[src/rtl/axi4_pkg.sv]
// axi4_pkg: shared AXI4 response codes, master/slave FSM state types and AxSIZE helper
package axi4_pkg;
    typedef enum logic [1:0] {OKAY = 2'b00, EXOKAY = 2'b01, SLVERR = 2'b10, DECERR = 2'b11} resp_t;
    typedef enum logic [2:0] {ST_IDLE, ST_AW, ST_W, ST_B, ST_AR, ST_R} mst_state_t;
    typedef enum logic [1:0] {SL_IDLE, SL_WDATA, SL_WRESP, SL_RDATA} slv_state_t;
    function automatic logic [2:0] axsize(input int data_width);
        return 3'($clog2(data_width / 8));
    endfunction
endpackage

[src/rtl/axi4_full_master.sv]
// axi4_full_master: single-outstanding AXI4 INCR burst initiator; AXI4_MASTER_LAST_CHECK_EN enables the RLAST cross-check
module axi4_full_master
    import axi4_pkg::*;
#(
    parameter int ADDR_WIDTH = 32,
    parameter int DATA_WIDTH = 32
) (
    input  logic                  ACLK,
    input  logic                  ARESETn,
    input  logic                  cmd_valid,
    output logic                  cmd_ready,
    input  logic                  cmd_write,
    input  logic [ADDR_WIDTH-1:0] cmd_addr,
    input  logic [7:0]            cmd_len,
    input  logic [DATA_WIDTH-1:0] wr_data,
    input  logic                  wr_valid,
    output logic                  wr_ready,
    output logic [DATA_WIDTH-1:0] rd_data,
    output logic                  rd_valid,
    input  logic                  rd_ready,
    output logic                  rd_last,
    output logic                  done,
    output logic                  err,
    output logic [ADDR_WIDTH-1:0] AWADDR,
    output logic [7:0]            AWLEN,
    output logic [2:0]            AWSIZE,
    output logic                  AWVALID,
    input  logic                  AWREADY,
    output logic [DATA_WIDTH-1:0] WDATA,
    output logic                  WVALID,
    output logic                  WLAST,
    input  logic                  WREADY,
    input  logic [1:0]            BRESP,
    input  logic                  BVALID,
    output logic                  BREADY,
    output logic [ADDR_WIDTH-1:0] ARADDR,
    output logic [7:0]            ARLEN,
    output logic [2:0]            ARSIZE,
    output logic                  ARVALID,
    input  logic                  ARREADY,
    input  logic [DATA_WIDTH-1:0] RDATA,
    input  logic                  RVALID,
    input  logic                  RLAST,
    output logic                  RREADY
);
    localparam logic [2:0] SIZE = axsize(DATA_WIDTH);
    localparam logic [ADDR_WIDTH-1:0] ADDR_MASK = ~((ADDR_WIDTH'(1) << SIZE) - ADDR_WIDTH'(1));

    mst_state_t state, state_d;
    logic [ADDR_WIDTH-1:0] addr_q;
    logic [7:0] len_q, beat_cnt;
    logic run_q, done_q, err_q, done_d, err_d, at_last, accept, w_hs, r_hs, r_final, r_err;

    assign at_last = beat_cnt == len_q;
    assign accept  = cmd_valid & cmd_ready;
    assign w_hs    = WVALID & WREADY;
    assign r_hs    = RVALID & RREADY;
`ifdef AXI4_MASTER_LAST_CHECK_EN
    logic lerr_q;
    assign r_final = at_last;
    assign r_err   = lerr_q | (RLAST != at_last);
`else
    assign r_final = RLAST;
    assign r_err   = 1'b0;
`endif

    assign AWADDR  = addr_q;
    assign ARADDR  = addr_q;
    assign AWLEN   = len_q;
    assign ARLEN   = len_q;
    assign AWSIZE  = SIZE;
    assign ARSIZE  = SIZE;
    assign WDATA   = wr_data;
    assign rd_data = RDATA;
    assign done    = done_q;
    assign err     = err_q;

    // State register
    always_ff @(posedge ACLK or negedge ARESETn) begin
        if (!ARESETn) state <= ST_IDLE;
        else          state <= state_d;
    end

    // Next state and channel handshake outputs; streams pass through only in their own state
    always_comb begin
        state_d   = state;
        cmd_ready = 1'b0;
        AWVALID   = 1'b0;
        ARVALID   = 1'b0;
        WVALID    = 1'b0;
        WLAST     = 1'b0;
        wr_ready  = 1'b0;
        BREADY    = 1'b0;
        RREADY    = 1'b0;
        rd_valid  = 1'b0;
        rd_last   = 1'b0;
        done_d    = 1'b0;
        err_d     = 1'b0;
        case (state)
            ST_IDLE: begin
                cmd_ready = run_q & ~done_q;
                if (cmd_valid & run_q & ~done_q) state_d = cmd_write ? ST_AW : ST_AR;
            end
            ST_AW: begin
                AWVALID = 1'b1;
                if (AWREADY) state_d = ST_W;
            end
            ST_W: begin
                WVALID   = wr_valid;
                wr_ready = WREADY;
                WLAST    = at_last;
                if (wr_valid & WREADY & at_last) state_d = ST_B;
            end
            ST_B: begin
                BREADY = 1'b1;
                if (BVALID) begin
                    done_d  = 1'b1;
                    err_d   = resp_t'(BRESP) != OKAY;
                    state_d = ST_IDLE;
                end
            end
            ST_AR: begin
                ARVALID = 1'b1;
                if (ARREADY) state_d = ST_R;
            end
            ST_R: begin
                rd_valid = RVALID;
                RREADY   = rd_ready;
                rd_last  = at_last;
                if (RVALID & rd_ready & r_final) begin
                    done_d  = 1'b1;
                    err_d   = r_err;
                    state_d = ST_IDLE;
                end
            end
            default: state_d = ST_IDLE;
        endcase
    end

    // Command latch, saturating beat counter, and registered completion pulse
    always_ff @(posedge ACLK or negedge ARESETn) begin
        if (!ARESETn) begin
            run_q    <= 1'b0;
            addr_q   <= '0;
            len_q    <= '0;
            beat_cnt <= '0;
            done_q   <= 1'b0;
            err_q    <= 1'b0;
        end else begin
            run_q  <= 1'b1;
            done_q <= done_d;
            err_q  <= err_d;
            if (accept) begin
                addr_q   <= cmd_addr & ADDR_MASK;
                len_q    <= cmd_len;
                beat_cnt <= '0;
            end else if ((w_hs | r_hs) && !at_last) begin
                beat_cnt <= beat_cnt + 8'd1;
            end
        end
    end

`ifdef AXI4_MASTER_LAST_CHECK_EN
    // Sticky RLAST/beat-count mismatch flag, cleared per command
    always_ff @(posedge ACLK or negedge ARESETn) begin
        if (!ARESETn)                    lerr_q <= 1'b0;
        else if (accept)                 lerr_q <= 1'b0;
        else if (r_hs && RLAST != at_last) lerr_q <= 1'b1;
    end
`endif
endmodule
[config.mk]
export PLATFORM = sky130hd
export DESIGN_NAME = axi4_full_master
export DESIGN_NICKNAME = d
export VERILOG_FILES = /design/src/rtl/axi4_pkg.sv /design/src/rtl/axi4_full_master.sv
export SDC_FILE = /design/constraint.sdc
export NUM_CORES = 1
export LEC_CHECK = 0
export ABC_AREA = 1
export CAP_MARGIN = 10
export CORE_ASPECT_RATIO = 0.7
export CORE_MARGIN = 4
export CORE_UTILIZATION = 30
export DETAILED_ROUTE_END_ITERATION = 8
export PLACE_DENSITY = 0.79
export SYNTH_ARGS = -nofsm -noshare
export SYNTH_HDL_FRONTEND = slang
export SYNTH_SLANG_ARGS = --single-unit
[constraint.sdc]
create_clock -name ACLK -period 1.6 [get_ports ACLK]
set_input_delay 0.32 -clock ACLK [delete_from_list [all_inputs] [get_ports ACLK]]
set_output_delay 0.32 -clock ACLK [all_outputs]
set_load 0.02 [all_outputs]
Word-level counts from Yosys, hierarchy flattened
Cells that the tools add are included.
{ "totals": {"memories": 0, "out_inout_bits": 162, "latchBits": 0, "regBits": 52, "input_bits": 118, "mem_bits_ro": 0, "wordCells": 63, "ramBits": 0} }
{ "classes": {"bitwise": 12, "order_cmp": 0, "n_mux": 25, "n_reduce_logical": 6, "shifts": 0, "n_eq_ne": 12, "mul": 0, "n_div": 0, "addsub": 1} }
{ "ops": {"columns": ["op", "n"], "rows": [
  ["$mux 3", 7],
  ["$pmux 3 s6", 1],
  ["$mux 8", 2],
  ["$mux 1", 14],
  ["$ne 2x2->1 const B", 6],
  ["$and 1x1->1", 10],
  ["$add 8x1->8 const B", 1],
  ["$eq 8x8->1", 1],
  ["$eq 3x2->1 const B", 2],
  ["$eq 3x3->1 const B", 2],
  ["$reduce_and 6->1", 1],
  ["$reduce_bool 2->1", 2],
  ["$eq 3x1->1 const B", 1],
  ["$logic_not 3->1", 1],
  ["$pmux 1 s2", 1],
  ["$logic_and 1x1->1", 1],
  ["$logic_not 1->1", 1],
  ["$not 1->1", 1],
  ["$or 1x1->1", 1]
]} }

Logic depth before layout (Yosys ltp)
Gate-level depths: netlist of run 1.
{ "depth": {"word_depth": 7, "depth_mapped": 10} }

Worst setup path after synthesis of run 1
No wires, ideal clock.
{ "synth_path": {"path_kind": "register -> register", "from": "register state[0]", "to": "register len_q[2], in the netlist ARLEN[2]", "path_slack_ns": 0.006, "required_time_ns": 1.483, "period_less_slack_ns": 1.594, "arrival_time_ns": 1.477, "stages_incl_launch_ff": 8, "path_cell_list": "dfrtp_1 -> or2_1 -> nor4_4 -> nand2_1 -> buf_2 -> buf_6 -> nand2_1 -> nand2_1"} }
{ "synth_between": {"elab_chain_len": 3} }
{ "synth_rtl": {"columns": ["element", "line", "text"], "rows": [
  ["start: declaration", "axi4_full_master.sv:49", "mst_state_t state, state_d;"],
  ["start signal: assignment", "axi4_full_master.sv:81", "else state <= state_d;"],
  ["$logic_not 3->1", "axi4_full_master.sv:99", "case (state)"],
  ["$mux 1", "axi4_full_master.sv:99", null],
  ["$and 1x1->1", "axi4_full_master.sv:55", "assign accept = cmd_valid & cmd_ready;"],
  ["end signal: assignment", "axi4_full_master.sv:155", "len_q <= cmd_len;"],
  ["end: declaration", "axi4_full_master.sv:51", "logic [7:0] len_q, beat_cnt;"]
]} }
No other way between the ends.
A chain may end at the register's enable or synchronous reset.

Final worst setup path of run 1
{ "layout_path": {"from": "register state[1]", "to": "register addr_q[22], in the netlist ARADDR[22]"} }
{ "layout_between": {"elab_chain_len": 3} }
{ "layout_rtl": {"columns": ["element", "line", "text"], "rows": [
  ["$logic_not 3->1", "axi4_full_master.sv:99", null],
  ["$mux 1", "axi4_full_master.sv:99", null],
  ["$and 1x1->1", "axi4_full_master.sv:55", null],
  ["end signal: assignment", "axi4_full_master.sv:154", "addr_q <= cmd_addr & ADDR_MASK;"],
  ["end: declaration", "axi4_full_master.sv:50", "logic [ADDR_WIDTH-1:0] addr_q;"]
]} }
No other way between the ends.

==> metrics.txt, run 1 <==
largest family of logic cells by synthesized area=buffers and inverters; Placer Congestion=0.784; Setup crit start kind=flop; Ys Warns=0; post-synth top area share=0.389; CP required=1.78 ns; # IOs=280; failing checks=negative setup slack; P_leak=2.83 nW; die width=134 um; Setup CP Type=reg2reg; final wirelength=11000 um; f_max=0.572 GHz; cell count after synthesis=431; Initial Util=0.316; simple-gate share of the synthesized area=0.261; Tcrit/Tclk final=1.09; Min-Delay Path Class=in2async; Cell Area, Synth=3340 um2; Layout Cells excl Fill=691; setup ws final=-0.148 ns; Core Region=10600 um2; DRC viols=0; Clk pin slew, worst setup/hold paths=0.07 ns; Nets=662; DPL Wire Length=7200 um; antenna fix cells=0; cell family with most CP delay=buffers and inverters; Area growth, synth to finish=61.7%; Buffers & Inverters on Critical Path=4; DR vias/cell=4.43; post-synthesis cell type count=22; final setup vio count=51; DR iter-0 viols=118; wire per inst=16.0 um; number of max-cap violations=0; adder-cell share of the synthesized area=0.00374; H-tree levels=2; Pwr Total=9.41 mW; Final ANT Viol Nets=0; area leader, netlist=dfrtp_1; Pwr per Cell Area=1740 nW/um2; mux cell area share after synthesis=0; FP Rows=31; Root Buffer Master=clkbuf_16; slowest stage cell on the critical path=dfrtp_1; Die Area=12900 um2; fin. max-slew vios=0; post-synthesis register bit count=52; worst slack, placed=-0.394 ns; TritonCTS buffer count=5; vias in the first global route=3080; CTS Buffer Depth=2; first-pass GRT wire length=15800 um; Buffers on Ports=139; clock latency on the worst-skew pair=0.29 ns; DR pass1 iterations=4; Compound-Gate Fraction of Synth Area=0.0210; minimum hold slack=0.499 ns; Inst Count DP=653; clock skew=0.00700 ns; initial antenna violation count=0; RSZ-0062 raised after global routing=true; CP arrival=1.93 ns; Final min period=1.75 ns; post-route cell area=5410 um2; Clock Sinks=52; crit-path most repeated cell=buf_12; mean post-synth cell area=7.75 um2; Slowest Stage Delay on Critical Path=0.41 ns; Final Hold Viols=0; Synth Area in XOR/XNOR=0.0183; sequential share of the synthesized area=0.389; Worst VDD drop=885 uV; crit path cell chain=or2_4 > nor4_4 > buf_4 > buf_12 > nand2_8 > buf_12 > clkbuf_16 > nand2_2 > nand2_1; Worst Setup End Kind=flop; Synth area leaders=dfrtp_1, buf_4, nand2_1, nand3_1, inv_1; internal reg-to-reg setup slack=-0.15 ns; ratio of cells with drive above 1 in the final layout=0.352; status=finished with violations; largest net degree at the start of global routing=37; Crit Path Max Fanout=6; Die Span Y=96.3 um; total global routing overflow=0; Total GRT Usage=0.158; post-place instance area=4440 um2; DR vias=3058; CTS tree=yes
-- power breakdown --
part	total, mW	internal [mW]	leakage, nW	switching [mW]
sequential	2.29	1.82	0.655	0.475
combinational	5.76	2.65	2.09	3.11
clock	1.37	0.888	0.0899	0.478
-- cell usage after synthesis --
library cell	count
nand2_1	116
buf_4	112
dfrtp_1	52
nand3_1	51
inv_1	27
nor2_1	27
a21oi_1	6
clkbuf_1	6
o21ai_0	5
buf_2	4
nand3b_1	4
xor2_1	4
buf_6	3
nor3_1	3
xnor2_1	3
conb_1	2
a211oi_1	1
ha_1	1
nand2_2	1
nor4_4	1
o211ai_1	1
or2_1	1
-- final cells by class --
cell class | count | area (um2)
inverters | 27 | 109
clock buffers | 5 | 125
fillers | 978 | 5180
well taps | 148 | 185
multi-input cells | 236 | 1440
repair buffers | 221 | 2190
clock inverters | 2 | 60.1
flip-flops and latches | 52 | 1300
-- state kept, by name, summed over array words and instances, names as in the netlist --
| register | count |
|---|---|
| state | 3 |
| run_q | 1 |
| beat_cnt | 8 |
| done | 1 |
| ARADDR | 30 |
| err | 1 |
| ARLEN | 8 |
-- path summary, 6_finish.rpt --
check / start / to / cells after the start
max: state[1] / ARADDR[22] / 9
min: ARESETn / ARADDR[2] / 2
max reg2reg: state[1] / ARADDR[22] / 9
min reg2reg: ARADDR[3] / ARADDR[3] / 2
max in group asynchronous: ARESETn / ARADDR[17] / 3
min in group ACLK: ARADDR[3] / ARADDR[3] / 2
-- placed cells by master, fill, tap and decap left out, types with 3 or more instances in the layout --
cell type	n
nand2_1	73
dlygate4sd2_1	62
buf_4	60
dfrtp_1	52
clkdlybuf4s50_1	51
nand3_1	37
nand2_2	32
inv_1	18
buf_6	18
nand3_2	14
nor2_1	12
nor2_4	11
nand2_4	11
conb_1	11
dlymetal6s2s_1	9
inv_2	7
clkbuf_16	7
buf_12	7
clkdlybuf4s15_1	5
nor2_2	4
xor2_1	4
nand3b_1	4
buf_16	4
a21oi_2	3
a21oi_1	3
-- repair_timing --
action,in CTS,in global routing
resized for setup,155,127
hold buffers,1,0
setup buffers,16,12
setup endpoints to repair,124,70
gates cloned,5,2
hold endpoints to repair,16,0
pin swaps,7,25
-- cell families after synthesis --
| logic type | after synthesis |
|---|---|
| compound gates | 13 |
| xor+xnor | 7 |
| fa+ha+maj | 1 |
| buf+inv | 152 |
| flops | 52 |
| other cells | 2 |
| simple gates | 204 |
-- layer usage --
layer / track usage / share of wire
met2: 0.265 / 0.49
met4: 0.0407 / 0.0063
met5: 0 / 0
met1: 0.196 / 0.42
met3: 0.0554 / 0.081
-- worst register-to-register path, delay by kind of cell, from the launching register on --
kind          cells  cell delay, ns
buf+inv           4            0.62
simple gates      5            0.60
flops             1            0.41
-- per-stage QoR --
step	util	TNS [ns]
2_1_floorplan	-	0
6_report	0.510	-4.47
5_1_grt	0.510	-8.37
4_1_cts	0.463	-2.57
3_3_place_gp	0.419	-12.69
3_5_place_dp	0.419	-17.60
No activity file was read; power rests on OpenSTA's default activity.
==> run 2: changes to the inputs <==
--- a/config.mk
+++ b/config.mk
@@ -7,7 +7,6 @@
 export LEC_CHECK = 0
 export ABC_AREA = 1
 export CAP_MARGIN = 10
-export CORE_ASPECT_RATIO = 0.7
 export CORE_MARGIN = 4
 export CORE_UTILIZATION = 30
 export DETAILED_ROUTE_END_ITERATION = 8
==> run 2 against run 1 <==
- the flow still finishes with violations (negative setup slack)
- clock skew grew 0.0053 ns
- maximum frequency shrank 2.0%
- total power shrank 1.4%
- via count grew 3.2%
- critical path type is now reg2out
- critical endpoint is now WLAST
- highest routed layer unchanged
==> metrics.txt, run 2 (synthesized netlist as in run 1, its figures left out) <==
post-route cell area=5450 um2 (was 5410 um2); setup ws final=-0.184 ns (was -0.148 ns); crit-path most repeated cell=buf_6 (was buf_12); antenna fix cells=0 (unchanged); largest net degree at the start of global routing=53 (was 37); CTS Buffer Depth=2 (unchanged); slowest stage cell on the critical path=dfrtp_1 (unchanged); Total GRT Usage=0.161 (was 0.158); vias in the first global route=3165 (was 3080); die width=114 um (was 134 um); met2 Use GR=0.283 (was 0.265); max reg flops=30 (unchanged); H-tree levels=2 (unchanged); setup TNS=-5.39 ns (was -4.47 ns); Area growth, synth to finish=63.2% (was 61.7%); FP Rows=38 (was 31); Seq pwr share=0.256 (was 0.243); DRC viols=0 (unchanged); Net Sw Power=4.22 mW (was 4.06 mW); total area of sequential cells=1300 um2 (unchanged); CTS tree=yes (unchanged); Clk pin slew, worst setup/hold paths=0.10 ns (was 0.07 ns); initial antenna violation count=0 (unchanged); DR pass1 iterations=4 (unchanged); Worst VDD drop=890 uV (was 885 uV); Min-Delay Path Class=in2async (unchanged); f_max=0.560 GHz (was 0.572 GHz); CP required=1.28 ns (was 1.78 ns); DR iter-0 viols=121 (was 118); failing checks=negative setup slack (unchanged); DR vias/cell=4.63 (was 4.43); CP arrival=1.46 ns (was 1.93 ns); grt met3 use=0.0578 (was 0.0554); fin. max-slew vios=0 (unchanged); ratio of cells with drive above 1 in the final layout=0.379 (was 0.352); GRT Max-Usage Layer=met2 (unchanged); final setup vio count=56 (was 51); RSZ-0062 raised after global routing=true (unchanged); Tcrit/Tclk final=1.12 (was 1.09); clock latency on the worst-skew pair=0.31 ns (was 0.29 ns); most frequent cells in the layout=dlygate4sd2_1, buf_4, dfrtp_1 (was nand2_1, dlygate4sd2_1, buf_4); Buffers & Inverters on Critical Path=4 (unchanged); Die Span Y=114 um (was 96.3 um); status=finished with violations (unchanged); Final Hold Viols=0 (unchanged); Buffers on Ports=139 (unchanged); Worst Setup End Kind=primary output (was flop); Comb power frac=0.646 (was 0.612); Clock power frac=0.098 (was 0.145); Nets=659 (was 662); Multi-input gate area=1550 um2 (was 1440 um2); total global routing overflow=0 (unchanged); Switching Fraction=0.455 (was 0.431); most common cell after layout, fill and taps aside=dlygate4sd2_1 (was nand2_1); first-pass GRT wire length=16400 um (was 15800 um); Setup CP Type=reg2out (was reg2reg); Clock Sinks=52 (unchanged); post-place instance area=4410 um2 (was 4440 um2); Slowest Stage Delay on Critical Path=0.39 ns (was 0.41 ns); wire per inst=16.5 um (was 16.0 um); Root Buffer Master=clkbuf_8 (was clkbuf_16); clock skew=0.0123 ns (was 0.00700 ns); Internal=5.06 mW (was 5.35 mW); Pwr per Cell Area=1700 nW/um2 (was 1740 nW/um2); Crit Path Max Fanout=4 (was 6); Placer Congestion=0.852 (was 0.784); TritonCTS buffer count=5 (unchanged); DR vias=3155 (was 3058); final wirelength=11200 um (was 11000 um); crit path cell chain=buf_6 > buf_6 > nand2_4 > nor2_4 > inv_4 > nor2_1 > buf_4 (was or2_4 > nor4_4 > buf_4 > buf_12 > nand2_8 > buf_12 > clkbuf_16 > nand2_2 > nand2_1); # IOs=280 (unchanged); DPL Wire Length=7290 um (was 7200 um); Setup crit start kind=flop (unchanged); cell family with most CP delay=buffers and inverters (unchanged); Initial Util=0.307 (was 0.316); Die Area=12900 um2 (about the same); met1 Use GR=0.176 (was 0.196); Core Region=10900 um2 (was 10600 um2); Final min period=1.78 ns (was 1.75 ns); Final ANT Viol Nets=0 (unchanged); Fillers=989 (was 978); number of max-cap violations=0 (unchanged); P_leak=2.76 nW (was 2.83 nW)
==> run 2: timing repair <==
item | in CTS | in global routing
hold buffers | 0 | 0
endpoints found under the setup margin | 133 | 60
endpoints found under the hold margin | 0 | 0
buffers inserted | 16 | 8
pin swaps | 11 | 25
gates resized for setup | 210 | 118
cloned | 7 | 3
==> run 2: final timing paths <==
check	start	end	slack, ns	depth (start not counted)
worst min-delay path	ARESETn	ARLEN[7]	0.002	2
max in group asynchronous	ARESETn	ARADDR[6]	1.35	2
worst max register to register	state[1]	beat_cnt[3]	-0.15	9
worst min register to register	ARADDR[5]	ARADDR[5]	0.52	2
min in group ACLK	ARADDR[5]	ARADDR[5]	0.52	2
worst max-delay path	state[1]	WLAST	-0.18	7
==> run 2: cell type report <==
cell class                      instances  share of cell area
Clock buffer                            6              0.0133
Clock inverter                          2             0.00642
Inverter                               27              0.0202
Multi-Input combinational cell        236               0.285
Sequential cell                        52               0.239
Tap cell                              140              0.0321
Timing Repair Buffer                  218               0.405
==> run 2: power groups by stage <==
stage                     Clock, mW  Combinational, mW  Sequential, mW
after floorplan                   0               2.53            2.77
final                         0.907               6.00            2.38
after CTS                     0.939               5.35            2.25
after detailed placement          0               5.06            2.27
after global placement            0               4.95            2.24
after global routing          0.986               6.36            2.44
==> run 2: stage by stage <==
step / std cells / power, mW / util / worst slack (ns) / hold WS (ns)
after floorplan: 440 / 5.30 / - / 0.00589 / 0.0244
after global placement: 642 / 7.18 / 0.405 / -0.363 / 0.336
after detailed placement: 642 / 7.33 / 0.405 / -0.354 / 0.340
after CTS: 673 / 8.53 / 0.459 / -0.267 / 0.00523
after global routing: 681 / 9.79 / 0.501 / -0.276 / 0.00735
final: 681 / 9.28 / 0.501 / -0.184 / 0.00175
==> run 2: per-layer routing <==
| metal | part of all wire | routed length (um) |
|---|---|---|
| met5 | 0 | 0 |
| met4 | 0.030 | 332 |
| met3 | 0.086 | 963 |
| met2 | 0.52 | 5870 |
| met1 | 0.36 | 4090 |
